$ cat config.mk
export PLATFORM = sky130hd
export DESIGN_NAME = imem_boot_loader
export DESIGN_NICKNAME = d
export VERILOG_FILES = /design/src/rtl/boot_pkg.sv /design/src/rtl/boot_word_assembler.sv /design/src/rtl/imem_boot_loader.sv
export SDC_FILE = /design/constraint.sdc
export NUM_CORES = 1
export LEC_CHECK = 0
export CAP_MARGIN = 20
export CORE_MARGIN = 4
export CORE_UTILIZATION = 45
export CTS_CLUSTER_DIAMETER = 120
export DETAILED_ROUTE_END_ITERATION = 7
export HOLD_SLACK_MARGIN = 0.12
export PLACE_DENSITY = 0.68
export SLEW_MARGIN = 10
export SYNTH_ARGS = -nofsm -noshare
export SYNTH_HDL_FRONTEND = slang
export SYNTH_SLANG_ARGS = --single-unit
$ cat constraint.sdc
create_clock -name clk -period 8.3 [get_ports clk]
set_input_delay 0.83 -clock clk [delete_from_list [all_inputs] [get_ports clk]]
set_output_delay 0.83 -clock clk [all_outputs]
set_load 0.01 [all_outputs]
$ cat src/rtl/boot_pkg.sv
// Shared definitions for the instruction-memory boot loader.
package boot_pkg;

  // Loader state machine encoding.
  typedef enum logic [2:0] {
    S_IDLE   = 3'd0,
    S_LEN_LO = 3'd1,
    S_LEN_HI = 3'd2,
    S_DATA   = 3'd3,
    S_CSUM   = 3'd4,
    S_DONE   = 3'd5,
    S_ERR    = 3'd6
  } boot_state_e;

  // Default frame start byte.
  localparam logic [7:0] BOOT_MAGIC = 8'hA5;

  // Frame field widths: word count and checksum.
  localparam int COUNT_W = 16;
  localparam int CSUM_W  = 8;

endpackage

$ cat src/rtl/boot_word_assembler.sv
// Little-endian byte-to-word assembler: each byte enters at [31:24] and
// shifts down, so after four bytes the first one sits in [7:0].
module boot_word_assembler (
  input  logic        clk,
  input  logic        rst,
  input  logic        clear_i,
  input  logic        byte_valid_i,
  input  logic [7:0]  byte_i,
  output logic [31:0] word_o,
  output logic        word_done_o
);

  logic [1:0]  cnt_q;
  logic [31:0] word_q;
  logic [31:0] word_d;

  // Next word value includes the byte being accepted this cycle, so the
  // complete word is available in the same cycle as the 4th byte.
  assign word_d      = {byte_i, word_q[31:8]};
  assign word_o      = word_d;
  assign word_done_o = byte_valid_i && (cnt_q == 2'd3);

  // Shift register and byte counter; clear realigns at the start of a payload.
  always_ff @(posedge clk or posedge rst) begin
    if (rst) begin
      cnt_q  <= 2'd0;
      word_q <= 32'd0;
    end else if (clear_i) begin
      cnt_q  <= 2'd0;
      word_q <= 32'd0;
    end else if (byte_valid_i) begin
      cnt_q  <= cnt_q + 2'd1;
      word_q <= word_d;
    end
  end

endmodule

$ cat src/rtl/imem_boot_loader.sv
// Framed byte-stream loader for the instruction memory. Holds the core in
// reset until a full frame with a matching checksum has been written.
//
// Handshake: a byte is transferred on any rising edge where s_valid and
// s_ready are both high. s_ready depends on the current state only (low
// solely in DONE) and never on s_valid; the sender must hold s_data stable
// while s_valid is high and the byte has not been taken.
module imem_boot_loader
  import boot_pkg::*;
#(
  parameter int         ADDR_W = 10,
  parameter logic [7:0] MAGIC  = BOOT_MAGIC
) (
  input  logic        clk,
  input  logic        rst,
  input  logic [7:0]  s_data,
  input  logic        s_valid,
  output logic        s_ready,
  output logic        imem_we,
  output logic [31:0] imem_addr,
  output logic [31:0] imem_wd,
  output logic        core_hold,
  output logic        done,
  output logic        error,
  output logic [2:0]  state_dbg
);

  localparam int MAX_WORDS = 2 ** ADDR_W;

  boot_state_e         state_q;
  logic [7:0]          len_lo_q;
  logic [COUNT_W-1:0]  n_q;
  logic [ADDR_W-1:0]   idx_q;
  logic [CSUM_W-1:0]   csum_q;
  logic [CSUM_W-1:0]   csum_d;
  logic                imem_we_q;
  logic [31:0]         imem_addr_q;
  logic [31:0]         imem_wd_q;
  logic                core_hold_q;
  logic                done_q;
  logic                error_q;

  logic                accept;
  logic [COUNT_W-1:0]  n_in;
  logic                last_word;
  logic                asm_clear;
  logic                asm_valid;
  logic [31:0]         asm_word;
  logic                asm_done;

  assign s_ready   = (state_q != S_DONE);
  assign accept    = s_valid && s_ready;
  assign n_in      = {s_data, len_lo_q};
  assign csum_d    = csum_q + s_data;
  assign last_word = (int'(idx_q) + 1) == int'(n_q);
  assign asm_clear = accept && (state_q == S_LEN_HI);
  assign asm_valid = accept && (state_q == S_DATA);

  assign imem_we   = imem_we_q;
  assign imem_addr = imem_addr_q;
  assign imem_wd   = imem_wd_q;
  assign core_hold = core_hold_q;
  assign done      = done_q;
  assign error     = error_q;
  assign state_dbg = state_q;

  boot_word_assembler u_asm (
    .clk          (clk),
    .rst          (rst),
    .clear_i      (asm_clear),
    .byte_valid_i (asm_valid),
    .byte_i       (s_data),
    .word_o       (asm_word),
    .word_done_o  (asm_done)
  );

  // Frame state machine with registered write port and status outputs.
  always_ff @(posedge clk or posedge rst) begin
    if (rst) begin
      state_q     <= S_IDLE;
      len_lo_q    <= 8'd0;
      n_q         <= '0;
      idx_q       <= '0;
      csum_q      <= '0;
      imem_we_q   <= 1'b0;
      imem_addr_q <= 32'd0;
      imem_wd_q   <= 32'd0;
      core_hold_q <= 1'b1;
      done_q      <= 1'b0;
      error_q     <= 1'b0;
    end else begin
      imem_we_q <= 1'b0;
      if (accept) begin
        case (state_q)
          S_IDLE: begin
            if (s_data == MAGIC) state_q <= S_LEN_LO;
          end
          S_LEN_LO: begin
            len_lo_q <= s_data;
            state_q  <= S_LEN_HI;
          end
          S_LEN_HI: begin
            n_q    <= n_in;
            idx_q  <= '0;
            csum_q <= '0;
            if (int'(n_in) > MAX_WORDS) begin
              state_q <= S_ERR;
              error_q <= 1'b1;
            end else if (n_in == '0) begin
              state_q <= S_CSUM;
            end else begin
              state_q <= S_DATA;
            end
          end
          S_DATA: begin
            // MAGIC here is ordinary payload.
            csum_q <= csum_d;
            if (asm_done) begin
              imem_we_q   <= 1'b1;
              imem_addr_q <= 32'({idx_q, 2'b00});
              imem_wd_q   <= asm_word;
              idx_q       <= idx_q + 1'b1;
              if (last_word) state_q <= S_CSUM;
            end
          end
          S_CSUM: begin
            if (s_data == csum_q) begin
              state_q     <= S_DONE;
              done_q      <= 1'b1;
              core_hold_q <= 1'b0;
            end else begin
              state_q <= S_ERR;
              error_q <= 1'b1;
            end
          end
          S_ERR: begin
            if (s_data == MAGIC) begin
              error_q <= 1'b0;
              state_q <= S_LEN_LO;
            end
          end
          default: begin
            state_q <= state_q;
          end
        endcase
      end
    end
  end

endmodule

### Word-level counts from Yosys, hierarchy flattened

Cells that the tools add are included.

* bits in read-only memories: 0
* bits of input ports: 11
* bits in registers: 125
* bits in writable memories: 0
* bits in latches: 0
* memories kept: 0
* output and inout bits: 72
* word-level logic and storage cells: 74

* bitwise operators: 0
* multipliers: 0
* shifts and indexed selects: 0
* $add $sub $neg: 4
* divide/modulo/power cells: 0
* muxes and demuxes: 21
* reduce and logical (&&, ||, !) cells: 19
* equal/unequal tests: 16
* magnitude comparators: 1

Operators by type and width (count)
* 32-bit 2-to-1 mux: 2
* 10-bit case mux with 2 select lines: 1
* 11-bit by 16-bit == test with 1-bit output: 1
* 16-bit by 11-bit greater-than comparator with 1-bit output (second input constant): 1
* 16-bit zero test: 1
* 8-bit case mux with 2 select lines: 1
* 3-bit 2-to-1 mux: 5
* 3-bit case mux with 5 select lines: 1
* 10-bit by 1-bit adder with 11-bit output (second input constant): 1
* 10-bit by 1-bit adder with 10-bit output (second input constant): 1
* 10-bit 2-to-1 mux: 1
* 5-bit AND reduction: 2
* 3-bit AND reduction: 3
* 8-bit adder: 1
* 8-bit == test: 1
* 8-bit == test (second input constant): 1
* 2-bit inequality test (second input constant): 4
* 3-bit by 2-bit == test with 1-bit output (second input constant): 2
* 3-bit == test (second input constant): 2
* 1-bit 2-to-1 mux: 6
* 2-bit 2-to-1 mux: 3
* 2-bit AND reduction: 3
* 5-bit nonzero test: 1
* 1-bit logical AND: 4
* 10 further kinds: 12

### Depth between registers and ports, before layout

Gate-level depths: netlist (run 1).

* word-level depth: 7
* gate-level depth with buffers: 8
* gate-level depth less buffers: 8

### By module

Synthesis (run 1) repeated with hierarchy kept, for this count alone.

* cells, all modules: 577
* area, all modules: 5776.8 µm²

Modules (own cells, without submodules)
* imem_boot_loader: times used 1, cells an instance 482, area an instance 4618.2 µm²
* boot_word_assembler: times used 1, cells an instance 95, area an instance 1158.6 µm²

### Worst setup path before layout (run 1)

No wires, ideal clock.

* kind: input -> register
* start point: in s_data[0]
* end point: reg csum_q[6]
* setup time: 132 ps
* slack: 5938 ps
* arrival: 2230 ps
* stages: 8
* cell sequence: ha_1 -> fa_1 -> a21o_1 -> a21oi_1 -> o21bai_1 -> a21oi_1 -> xor2_1 -> o31ai_1

* word-level cells in the longest chain between the ends: 2

Ends and longest elaborated chain
* start, declared: line imem_boot_loader.sv:16 `input logic [7:0] s_data,`
* 8-bit adder: line imem_boot_loader.sv:54 `assign csum_d = csum_q + s_data;`
* 8-bit case mux with 2 select lines: line imem_boot_loader.sv:94 `case (state_q)`
* end signal, assigned: line imem_boot_loader.sv:117 `csum_q <= csum_d;`
* end, declared: line imem_boot_loader.sv:34 `logic [CSUM_W-1:0] csum_q;`

Every way passes these cells.
A chain may end at the register's enable or synchronous reset.

### Final worst setup path (run 1)

* start point: in s_valid
* end point: reg idx_q[6]

* word-level cells in the longest chain between the ends: 5

Ends and longest elaborated chain
* start, declared: line imem_boot_loader.sv:17 `input logic s_valid,`
* 1-bit logical AND (*): line imem_boot_loader.sv:52 `assign accept = s_valid && s_ready;`
* 1-bit logical AND: line imem_boot_loader.sv:57 `assign asm_valid = accept && (state_q == S_DATA);`
* 1-bit logical AND: line boot_word_assembler.sv:21 `assign word_done_o = byte_valid_i && (cnt_q == 2'd3);`
* 2-bit inequality test (no line)
* 3-bit AND reduction (no line) (*)
* end signal, assigned: line imem_boot_loader.sv:122 `idx_q <= idx_q + 1'b1;`
* end, declared: line imem_boot_loader.sv:33 `logic [ADDR_W-1:0] idx_q;`

Mark *: on every way between the ends. The rest lies on a longest branch, timed or not.

==> flow_summary_export.csv, run 1 <==
group,metric,value,unit
run_status,status,"finished, final reports clean",
grt,antenna_found_initial,0,
die,start_util,0.467,
setup_path,rr_worst_depth,7,
setup_path,critPathArrivalTime,3.72,ns
logic_synthesis,ys_async_sr_fraction,1.00,
sta,min_period,3.39,ns
logic_synthesis,syn-cell-area,0.00568,sq mm
grt,grt_pass1_wl,22.2,mm
pwr,power_density,351,mW/mm^2
finish,final_common_cell,"nand2_1",
logic_synthesis,synth_flop_cell,"dfrtp_1",
job,cap_violations,0,
clocking,cts_setup_buffers,0,
detailed_routing,wirelength,12.9,mm
sta,max_clock_freq,295,MHz
clocking,numCtsBuffers,17,
place,placed_area,0.00631,sq mm
grt,gr-total-overflow,0,
pwr,leakagePower,0.00328,uW
worst_hold_path,worstHoldPathCells,2,
setup_path,reg2reg_slack,5.29,ns
finish,fin_nets,690,
grt,track_usage,0.192,
detailed_routing,drtAntennaViolNets,0,
setup_path,critPathRequiredTime,8.62,ns
clocking,insertion_delay,0.41,ns
logic_synthesis,avgSynthCellArea,9.22,sq um
clocking,cts.path.max_buffers,2,
clocking,cts_tree,"yes",
finish,drive_above_1_share,0.106,
setup_path,crit_path_end_kind,"flip-flop",
finish,final_cell_mix,"203 x nand2_1, 116 x dfrtp_1, 60 x clkdlybuf4s50_1",
sta,relSlewSlack,0.286,
sta,fin_skew,0.00618,ns
die,die_h,120,um
die,die_w,120,um
setup_path,worst-setup-path-type,"primary input to flip-flop",
detailed_routing,routedWlPerCell,15.2,um
sta,setup_viol,0,
die,ios,83,
detailed_routing,drc,0,
clocking,clk_pin_slew,0.06,ns
pwr,ir_drop,0.214,mV
place,hpwl,8.62,mm
detailed_routing,num_vias,4483,
place,globalplace.congestion,0.882,
sta,final_hold_viol_count,0,
detailed_routing,via_per_inst,5.27,
die,rows,40,
finish,diodes,0,
clocking,clock-root-buffer,"clkbuf_16",
grt,grt_start_max_net_pins,75,
logic_synthesis,yosysSeqAreaShare,0.516,
finish,fin_area,0.00690,sq mm
die,core-area,0.0122,sq mm
logic_synthesis,synth_edf_count,0,
finish,areaGrowthSynthToFinish,21.5,%
detailed_routing,firstDrtPassIters,4,
sta,tightest_slew,1.07,ns
worst_hold_path,hold_path.class,"flip-flop to flip-flop",
sta,period_share,0.409,
grt,grt_pass1_vias,4506,
sta,maxSlewViolCount,0,
logic_synthesis,synth_cell_type_count,58,
sta,final.setup.tns,0,ns
setup_path,worstPathMaxFanout,57,
clocking,htree_levels,4,
logic_synthesis,yosys_register_bits,117,
clocking,clock_sink_count,117,
logic_synthesis,synth_cells,616,
sta,rsz0062_at_grt,"no",
clocking,ctsResizeCount,0,
clocking,cts_hold_buffers,0,
detailed_routing,drt_iter0_drc,269,
logic_synthesis,yosys_warnings,0,
die,dieArea,0.0145,sq mm
place,numPortBuffers,60,
setup_path,cp-start-kind,"primary input",
## logic make-up (layout without fill, tap and decap cells)
kind of cell,count (synthesis),count (layout),share of synthesized area
AND/OR/NAND/NOR,307,307,0.238
flip-flops,117,117,0.516
multiplexers,25,25,0.0491
adder cells (fa/ha/maj),10,10,0.0233
AO/OA/AOI/OAI,77,77,0.0870
other,1,22,0.000660
XOR/XNOR,17,17,0.0262
buffers and inverters,62,107,0.0601
## worst max-delay path: stages
cell and delay, ns:
clkdlybuf4s50_1 0.58, and3_1 0.90, nand3_2 0.12, buf_4 0.31, inv_2 0.61, nand3_1 0.15, o21ai_0 0.17
## registers in the layout, indices dropped and copies added, names as in the netlist, 2 cells and up
register / cells
n_q: 16
len_lo_q: 8
imem_addr: 10
u_asm.word_q: 24
state_dbg: 3
u_asm.cnt_q: 2
idx_q: 10
imem_wd: 32
csum_q: 8
## area by class of cell
| cell class | instances | area (sq um) |
|---|---|---|
| Fill cell | 1081 | 5260 |
| Inverter | 10 | 40.0 |
| Multi-Input combinational cell | 458 | 2490 |
| Timing Repair Buffer | 65 | 638 |
| Clock buffer | 18 | 439 |
| Tap cell | 168 | 210 |
| Sequential cell | 117 | 2930 |
| Clock inverter | 14 | 150 |
## Yosys cell counts (all sizes together) (4+ instances only)
| master | count | share of area |
|---|---|---|
| o31ai | 4 | 0.0053 |
| a31oi | 5 | 0.0055 |
| or3 | 5 | 0.0059 |
| clkbuf | 20 | 0.013 |
| o21ai | 27 | 0.024 |
| xor2 | 8 | 0.012 |
| dfrtp | 116 | 0.51 |
| ha | 9 | 0.020 |
| o211ai | 4 | 0.0053 |
| buf | 32 | 0.040 |
| xnor2 | 9 | 0.014 |
| mux2 | 23 | 0.046 |
| a21oi | 15 | 0.013 |
| nor4 | 7 | 0.0077 |
| nand3 | 39 | 0.036 |
| nand2b | 8 | 0.0088 |
| inv | 9 | 0.0059 |
| nand2 | 203 | 0.13 |
| and3 | 5 | 0.0055 |
| a21o | 4 | 0.0053 |
| nor3 | 11 | 0.0097 |
| nor2 | 16 | 0.011 |
## report_power, final
| group | switching, uW | leakage (uW) | internal, uW |
|---|---|---|---|
| registers | 162 | 0.00153 | 779 |
| clock network | 269 | 0.000283 | 451 |
| logic | 410 | 0.00147 | 353 |
## per-stage QoR
step / hold slack (ns) / std cells / utilization / power, uW / setup WS, ns
finish: 0.468 / 850 / 0.567 / 2420 / 4.91
global route: 0.496 / 850 / 0.567 / 2580 / 4.59
CTS: 0.475 / 850 / 0.567 / 2440 / 4.89
detailed placement: 0.457 / 818 / 0.519 / 1710 / 4.50
global placement: 0.452 / 818 / 0.519 / 1670 / 4.53
floorplan: 0.439 / 637 / - / 1420 / 4.37
## per-layer routing
layer,part of all wire,GRT usage,vias to the layer above
met2,0.47,0.300,119
met3,0.056,0.0491,23
met4,0.018,0.0772,0
met1,0.46,0.256,2189
met5,0,0,-
li1,-,-,2152
## final timing paths
kind	endpoint	startpoint
setup / recovery	idx_q[6]	s_valid
hold / removal	imem_wd[1]	u_asm.word_q[9]
setup reg to reg	idx_q[6]	state_dbg[2]
hold reg to reg	imem_wd[1]	u_asm.word_q[9]
max in group asynchronous	len_lo_q[0]	rst
min in group asynchronous	imem_wd[30]	rst
(Power assumes the default switching activity.)
==> run 2: changes to the inputs <==
Clock period 8.3 ns to 3.5 ns, I/O delays scaled along.
==> run 2 against run 1 <==
Against the previous run:
- register-to-register slack worse by 4.2 ns
- sequential power is 140% higher
- first-iteration DRC count is 20% higher
- flip-flop and latch count stayed put
- total power is 140% higher
- hold slack worse by 0.086 ns
- count of clock-buffer cells in the layout is 1 lower
- clock power is 140% higher
- die area stayed put
- cell count is 0.59% higher
- non-clock buffer count is 5 higher
- critical path type is now flip-flop to output port
==> flow_summary_export.csv, run 2 (synthesis results as in run 1) <==
group,metric,value,unit
run_status,status,"finished, final reports clean",
sta,fin_skew,0.0113,ns
setup_path,worst-setup-path-type,"flip-flop to output port",
die,die_w,120,um
grt,grt_pass1_vias,4389,
setup_path,critPathSlowestCell,"dfrtp_1",
sta,relSlewSlack,0.495,
finish,largest_reg_flops,32,
setup_path,path_buf_inv,2,
die,dieArea,0.0145,sq mm
setup_path,worstPathMaxFanout,13,
finish,fin_nets,695,
place,globalplace.congestion,0.943,
sta,maxSlewViolCount,0,
clocking,ctsResizeCount,0,
clocking,cts_hold_buffers,0,
grt,grt_pass1_wl,22.1,mm
sta,max_clock_freq,369,MHz
setup_path,critPathLaunch,"state_dbg[0]",
sta,rsz0062_at_grt,"no",
detailed_routing,routedWlPerCell,15.3,um
clocking,htree_levels,4,
job,cap_violations,0,
sta,final.setup.tns,0,ns
detailed_routing,drc,0,
setup_path,cp-endpoint,"s_ready",
finish,register_area,0.00293,sq mm
grt,antenna_found_initial,0,
setup_path,reg2reg_slack,1.05,ns
grt,track_usage,0.193,
pwr,power_density,833,mW/mm^2
clocking,insertion_delay,0.42,ns
finish,final_common_cell,"nand2_1",
finish,final_cell_mix,"203 x nand2_1, 116 x dfrtp_1, 60 x clkdlybuf4s50_1",
die,die_h,120,um
setup_path,slowest_delay,0.60,ns
detailed_routing,num_vias,4433,
setup_path,cp-start-kind,"flip-flop",
pwr,leakagePower,0.00332,uW
pwr,finalPower,5800,uW
die,start_util,0.467,
clocking,cts.path.max_buffers,2,
pwr,ir_drop,0.343,mV
detailed_routing,firstDrtPassIters,6,
finish,multi_input_area,0.00249,sq mm
sta,min_period,2.71,ns
clocking,numCtsBuffers,17,
detailed_routing,drt_iter0_drc,322,
setup_path,cp_top_family,"buffers and inverters",
setup_path,crit_path_end_kind,"output port",
die,core-area,0.0122,sq mm
clocking,clk_pin_slew,0.06,ns
setup_path,rr_worst_depth,7,
finish,diodes,0,
setup_path,critPathRequiredTime,3.15,ns
place,numPortBuffers,60,
setup_path,path_depth,3,
sta,tightest_slew,0.754,ns
setup_path,r2r_end,"state_dbg[1]",
finish,drive_above_1_share,0.112,
die,rows,40,
setup_path,critPathArrivalTime,2.36,ns
detailed_routing,drtAntennaViolNets,0,
sta,final_hold_viol_count,0,
grt,grt_start_max_net_pins,68,
clocking,clock_sink_count,117,
clocking,cts_tree,"yes",
worst_hold_path,hold_path.class,"primary input to async pin",
place,hpwl,8.91,mm
sta,setup_viol,0,
detailed_routing,via_per_inst,5.18,
clocking,cts_setup_buffers,0,
finish,areaGrowthSynthToFinish,22.6,%
finish,nFillCells,1053,
grt,gr-total-overflow,0,
die,ios,83,
detailed_routing,wirelength,13.1,mm
setup_path,r2r-start,"idx_q[0]",
sta,period_share,0.775,
setup_path,crit_chain,"clkinv_1 -> or3_1 -> clkdlybuf4s50_1",
clocking,clock-root-buffer,"clkbuf_16",
==> run 2: report_power, final <==
| group | switching [uW] | internal (uW) |
|---|---|---|
| logic | 953 | 853 |
| registers | 393 | 1850 |
| clock network | 636 | 1120 |
==> run 2: per-layer routing <==
layer	wire length (um)	vias to the layer above	share of wire	track usage
met1	6050	2139	0.46	0.259
met3	635	14	0.048	0.0514
met4	209	0	0.016	0.0751
met5	0	-	0	0
li1	-	2164	-	-
met2	6230	116	0.47	0.300
==> run 2: worst register-to-register path: cells and delay by family, from the launching register on <==
| kind | cells | cell delay, ns |
|---|---|---|
| compound gates | 4 | 0.79 |
| flops | 1 | 0.48 |
| simple gates | 2 | 0.65 |
| fa+ha+maj | 1 | 0.39 |
==> run 2: layout make-up <==
type	count	share of cell area
timing repair buffer	70	0.0985
clock inverter	15	0.0259
tap	168	0.0302
clock buffer	17	0.0611
sequential	117	0.421
inverter	10	0.00575
multi-input combinational	458	0.358
==> run 2: metrics by stage <==
stage | worst slack [ns] | hold slack [ns] | instance area, sq um | util | std cells
final | 0.789 | 0.383 | 6960 | 0.573 | 855
after global routing | 0.676 | 0.473 | 6960 | 0.573 | 855
after CTS | 0.797 | 0.417 | 6960 | 0.572 | 854
after detailed placement | 0.734 | 0.453 | 6350 | 0.522 | 822
after global placement | 0.874 | 0.453 | 6350 | 0.522 | 822
after floorplan | 0.0509 | 0.439 | 5760 | - | 637
==> run 2: how the worst min path moves through the flow <==
stage | to | from
after floorplan | imem_wd[0] | u_asm.word_q[8]
after global placement | u_asm.word_q[10] | u_asm.word_q[10]
after detailed placement | imem_wd[0] | u_asm.word_q[8]
after CTS | imem_we | rst
after global routing | imem_wd[0] | rst
final | imem_wd[6] | rst
